$ cat config.mk
export PLATFORM = sky130hd
export DESIGN_NAME = ct_idu_rf_pipe6_srcv_buf
export DESIGN_NICKNAME = d
export VERILOG_FILES = /design/src/rtl/ct_idu_rf_pipe6_srcv_buf.sv
export SDC_FILE = /design/constraint.sdc
export NUM_CORES = 1
export LEC_CHECK = 0
export ABC_CLOCK_PERIOD_IN_PS = 21300
export CORE_AREA = 2 2 165 167
export CTS_CLUSTER_SIZE = 40
export DETAILED_ROUTE_END_ITERATION = 10
export DIE_AREA = 0 0 167 169
export DONT_BUFFER_PORTS = 1
export PLACE_DENSITY = 0.7
export SYNTH_ARGS = -nofsm -noshare
export SYNTH_HDL_FRONTEND = slang
export SYNTH_SLANG_ARGS = --single-unit
export TNS_END_PERCENT = 20
$ cat constraint.sdc
create_clock -name forever_cpuclk -period 21.3 [get_ports forever_cpuclk]
set_input_delay 5.325 -clock forever_cpuclk [delete_from_list [all_inputs] [get_ports forever_cpuclk]]
set_output_delay 5.325 -clock forever_cpuclk [all_outputs]
set_load 0.005 [all_outputs]
$ cat src/rtl/ct_idu_rf_pipe6_srcv_buf.sv
// Purpose : 2-entry in-order operand buffer between the RF stage and VFPU EX1 for pipe6.
// Latency : 1 cycle from RF acceptance to EX1 launch when the buffer is empty.
// Backpr. : idu_rf_pipe6_ready drops when both entries are full; EX1 stalls hold the head stable.
//
// Ports:
//   forever_cpuclk / cpurst              clock, asynchronous active-high reset
//   rtu_yy_xx_flush                      kills buffered and incoming instructions
//   rf_pipe6_vld/_iid/_dstv_reg          RF-stage instruction
//   rf_pipe6_srcvN_rf_data/_fwd_data/_no_fwd   per-source operand candidates
//   idu_rf_pipe6_ready                   buffer can accept this cycle
//   vfpu_ex1_pipe6_ready                 EX1 consumes the head entry this cycle
//   idu_vfpu_ex1_pipe6_*                 head-entry launch to EX1
// Optional third source operand is enabled by defining VFPU_PIPE6_SRCV2_EN.

module ct_idu_rf_pipe6_srcv_buf (
  input  logic        forever_cpuclk,
  input  logic        cpurst,
  input  logic        rtu_yy_xx_flush,
  input  logic        rf_pipe6_vld,
  input  logic [6:0]  rf_pipe6_iid,
  input  logic [6:0]  rf_pipe6_dstv_reg,
  input  logic [63:0] rf_pipe6_srcv0_rf_data,
  input  logic [63:0] rf_pipe6_srcv0_fwd_data,
  input  logic        rf_pipe6_srcv0_no_fwd,
  input  logic [63:0] rf_pipe6_srcv1_rf_data,
  input  logic [63:0] rf_pipe6_srcv1_fwd_data,
  input  logic        rf_pipe6_srcv1_no_fwd,
`ifdef VFPU_PIPE6_SRCV2_EN
  input  logic [63:0] rf_pipe6_srcv2_rf_data,
  input  logic [63:0] rf_pipe6_srcv2_fwd_data,
  input  logic        rf_pipe6_srcv2_no_fwd,
  output logic [63:0] idu_vfpu_ex1_pipe6_srcv2,
`endif
  output logic        idu_rf_pipe6_ready,
  input  logic        vfpu_ex1_pipe6_ready,
  output logic        idu_vfpu_ex1_pipe6_vld,
  output logic [6:0]  idu_vfpu_ex1_pipe6_iid,
  output logic [6:0]  idu_vfpu_ex1_pipe6_dstv_reg,
  output logic [63:0] idu_vfpu_ex1_pipe6_srcv0,
  output logic [63:0] idu_vfpu_ex1_pipe6_srcv1
);

  typedef struct packed {
    logic [6:0]  iid;
    logic [6:0]  dstv_reg;
`ifdef VFPU_PIPE6_SRCV2_EN
    logic [63:0] srcv2;
`endif
    logic [63:0] srcv1;
    logic [63:0] srcv0;
  } ent_t;

  // r_ent0 is always the head; r_ent1 is only meaningful when r_cnt == 2.
  ent_t       r_ent0;
  ent_t       r_ent1;
  logic [1:0] r_cnt;

  ent_t       w_new;
  logic       w_push;
  logic       w_pop;
  logic       w_vld;
  logic       w_ready;

  assign w_vld   = (r_cnt != 2'd0);
  assign w_ready = (r_cnt != 2'd2);
  assign w_push  = rf_pipe6_vld && w_ready && !rtu_yy_xx_flush;
  assign w_pop   = w_vld && vfpu_ex1_pipe6_ready && !rtu_yy_xx_flush;

  // Forward data is only valid in the RF cycle, so the selected operand is
  // frozen into the entry at acceptance time.
  always_comb begin
    w_new          = '0;
    w_new.iid      = rf_pipe6_iid;
    w_new.dstv_reg = rf_pipe6_dstv_reg;
    w_new.srcv0    = rf_pipe6_srcv0_no_fwd ? rf_pipe6_srcv0_rf_data : rf_pipe6_srcv0_fwd_data;
    w_new.srcv1    = rf_pipe6_srcv1_no_fwd ? rf_pipe6_srcv1_rf_data : rf_pipe6_srcv1_fwd_data;
`ifdef VFPU_PIPE6_SRCV2_EN
    w_new.srcv2    = rf_pipe6_srcv2_no_fwd ? rf_pipe6_srcv2_rf_data : rf_pipe6_srcv2_fwd_data;
`endif
  end

  always_ff @(posedge forever_cpuclk or posedge cpurst) begin
    if (cpurst) begin
      r_cnt  <= 2'd0;
      r_ent0 <= '0;
      r_ent1 <= '0;
    end else if (rtu_yy_xx_flush) begin
      // Payload is left as-is; it is invisible once the count is zero.
      r_cnt <= 2'd0;
    end else begin
      case ({w_push, w_pop})
        2'b10: begin
          if (r_cnt == 2'd0) r_ent0 <= w_new;
          else               r_ent1 <= w_new;
          r_cnt <= r_cnt + 2'd1;
        end
        2'b01: begin
          r_ent0 <= r_ent1;
          r_cnt  <= r_cnt - 2'd1;
        end
        2'b11: begin
          // Push is blocked at count 2, so this is the count-1 case:
          // the incoming entry replaces the departing head directly.
          if (r_cnt == 2'd1) begin
            r_ent0 <= w_new;
          end else begin
            r_ent0 <= r_ent1;
            r_ent1 <= w_new;
          end
        end
        default: begin
        end
      endcase
    end
  end

  assign idu_rf_pipe6_ready          = w_ready;
  assign idu_vfpu_ex1_pipe6_vld      = w_vld;
  assign idu_vfpu_ex1_pipe6_iid      = r_ent0.iid;
  assign idu_vfpu_ex1_pipe6_dstv_reg = r_ent0.dstv_reg;
  assign idu_vfpu_ex1_pipe6_srcv0    = r_ent0.srcv0;
  assign idu_vfpu_ex1_pipe6_srcv1    = r_ent0.srcv1;
`ifdef VFPU_PIPE6_SRCV2_EN
  assign idu_vfpu_ex1_pipe6_srcv2    = r_ent0.srcv2;
`endif

endmodule

==> flow_summary.yaml <==
min_path:
  hold_class: "reg2reg"
sta:
  hold_violations: 0
  fmax_ghz: 0.141
  slew_headroom_pct: 27.9
  setup_ws_ns: 14.19
  finalMaxSlewViolations: 0
  timing.final.crit_share_pct: 33.4
  tightest_slew_ns: 1.08
  finalCriticalPeriod_ns: 7.11
  skew_ns: 0.00771
  final.setup.tns_ns: 0
  rsz0062_at_grt: "false"
  setup_violations: 0
  holdWs_ns: 0.475
place:
  postPlaceCellArea_sq_mm: 0.0139
  dp_cells: 1498
  dp_slack_ns: 13.64
  dp_hpwl_um: 19500
  gp_congestion: 0.809
  port-buffer-count: 0
global_routing:
  grt_usage_pct: 19.8
  grt_pass1_vias: 8150
  grt_max_degree: 148
  antenna_found_initial: 0
  grt_overflow_total: 0
  grt_pass1_wl_um: 45200
pwr:
  power_mw: 2.04
  ir_worst_vdd_uv: 81.6
  p_per_area_mw_per_mm2: 137
  leakage_nw: 7.68
  p_comb_share_pct: 24.3
  p_int_mw: 1.40
  power.share.sequential_pct: 48.9
  switching_power_uw: 638
  switching_share_pct: 31.3
  clockPowerShare_pct: 26.8
floorplanning:
  core_area_sq_mm: 0.0265
  dieArea_sq_mm: 0.0282
  dieWidth_um: 167
  die_h_um: 169
  rows: 60
  io_pins: 421
  initial_utilization_pct: 52.0
logic_synthesis:
  syn_inst: 1228
  yosysTopAreaCellShare_pct: 51.9
  ys_ff_latch: 286
  ys_warn_count: 0
  synth.distinct_cells: 26
  yosysMostFrequentCell: "dfrtp_1"
  synth_top_cell_by_area: "dfrtp_1"
  postSynthAreaPerCell_sq_um: 11.2
  synthTopCellsByCount: "dfrtp_1 (286), mux2i_1 (256), nand2_1 (158)"
  ys.flop_type: "dfrtp_1"
  async_reset_ff_share_pct: 100
  syn_nets: 1508
  synth_edf_count: 0
  syn-cell-area_sq_mm: 0.0138
  yosysSeqAreaShare_pct: 51.9
  yosys-top-cells-area: "dfrtp_1 (52%), mux2i_1 (19%), mux2_2 (9.5%)"
setup_path:
  critPathTopFamily: "simple AND/OR/NAND/NOR gates"
  critical_path_class: "in2reg"
  crit_path_cell_trace: "nor2_1 > nand3_4 > buf_4 > mux2i_1 > mux2_2"
  crit_path_top_delay_cell: "buf_4"
  required_ns: 21.72
  arrival_ns: 7.53
  rrSetupSlack_ns: 18.26
  worst_setup_path_end_kind: "flop"
  cp_slowest_stage_delay_ns: 0.66
  critPathBufInv: 1
  worst_setup_path_start_kind: "primary input"
  crit_fanout: 65
detailed_routing:
  dr.pass1.iters: 6
  drc: 0
  wl_per_cell_um: 18.4
  viasPerCell: 5.33
  ant_nets: 0
  route.vias.total: 8273
  wl_um: 28500
  drtIter0Drc: 432
cts:
  htreeDepth: 1
  hold_buffers: 0
  clkSinkCount: 286
  path_clk_slew_ns: 0.06
  root_buffer: "clkbuf_16"
  cts_buffers: 29
  cts_tree: "done"
  postCtsSetupBuffers: 0
  cts-resized-gates: 0
  clock_latency_ns: 0.53
  cts_buffer_depth: 3
final_layout:
  fill_cells: 2276
  diodes: 0
  fin_util_pct: 56.2
  top_register: "r_ent1"
  syn_to_final_growth_pct: 8.07
  largest_reg_flops: 142
  final_cell_area_sq_mm: 0.0149
  finalNonFillerCells: 1551
  drive_above_1_share_pct: 14.5
  nets: 1468
flow_run:
  maxCapViolations: 0
outcome:
  status: "complete, no violations"
## worst paths after layout
kind,startpoint,endpoint,cells past startpoint
setup / recovery,rtu_yy_xx_flush,idu_vfpu_ex1_pipe6_srcv1[51]$_DFFE_PP0P_,5
hold reg to reg,r_ent1[12]$_DFFE_PP0P_,r_ent1[12]$_DFFE_PP0P_,2
setup reg to reg,r_cnt[0]$_DFFE_PP0P_,idu_vfpu_ex1_pipe6_srcv1[46]$_DFFE_PP0P_,6
max in group asynchronous,cpurst,idu_vfpu_ex1_pipe6_srcv1[25]$_DFFE_PP0P_,2
min in group asynchronous,cpurst,idu_vfpu_ex1_pipe6_srcv0[34]$_DFFE_PP0P_,1
hold / removal,r_ent1[12]$_DFFE_PP0P_,r_ent1[12]$_DFFE_PP0P_,2
## worst reg2reg max path, stage by stage, from the launching register on
cell,delay [ns]
dfrtp_1,0.35
inv_1,0.08
ha_1,0.24
nand2b_1,0.24
a21oi_4,0.73
buf_4,0.78
mux2_2,0.51
## layout make-up
type                            instances  area, sq um  area share [%]
Sequential cell                       286         7160            48.1
Multi-Input combinational cell        731         5700            38.3
Clock buffer                           38          810            5.44
Inverter                              133          507            3.40
Tap cell                              341          427            2.86
Clock inverter                         15          225            1.51
Timing Repair Buffer                    7         65.1           0.437
## metal layers
| layer | GRT usage, % | share of wire [%] | up-vias |
|---|---|---|---|
| li1 | - | - | 4015 |
| met1 | 25.7 | 41 | 3940 |
| met2 | 34.0 | 50 | 277 |
| met3 | 4.44 | 6.9 | 41 |
| met4 | 4.72 | 1.9 | 0 |
| met5 | 0 | 0 | - |
## power groups by stage
stage                     logic [mW]  registers [mW]  clock network, mW
after floorplan                0.446           0.939                  0
after global placement         0.483            1.00                  0
after detailed placement       0.505            1.01                  0
after CTS                      0.506            1.00              0.560
after global routing           0.570            1.03              0.583
final                          0.494           0.997              0.546
## cell usage in the layout, fill, tap and decap left out, types with 2 or more instances in the layout
cell       synthesis  final
dfrtp_1          286    286
mux2i_1          256    256
nand2_1          158    158
inv_1            133    132
mux2_2           116    116
o21ai_0           88     88
o21ai_1           40     40
clkbuf_16          0     29
mux2_1            26     26
nor2_1            16     16
a31oi_1           15     15
clkinv_2           0      9
bufinv_16          0      6
buf_4             12      6
clkbuf_8           0      5
clkbuf_1          14      4
ha_1               3      3
nand3_4            0      2
nand3b_1           2      2
## logic make-up (layout without fill, tap and decap cells)
kind of cell,after synthesis,after routing,share of synthesized area [%]
flops,286,286,51.9
buf+inv,211,193,6.91
xor+xnor,1,1,0.0636
simple gates,185,185,5.27
compound gates,144,144,5.37
mux,398,398,30.2
fa+ha+maj,3,3,0.272
Power figures use the tool's default switching activity.
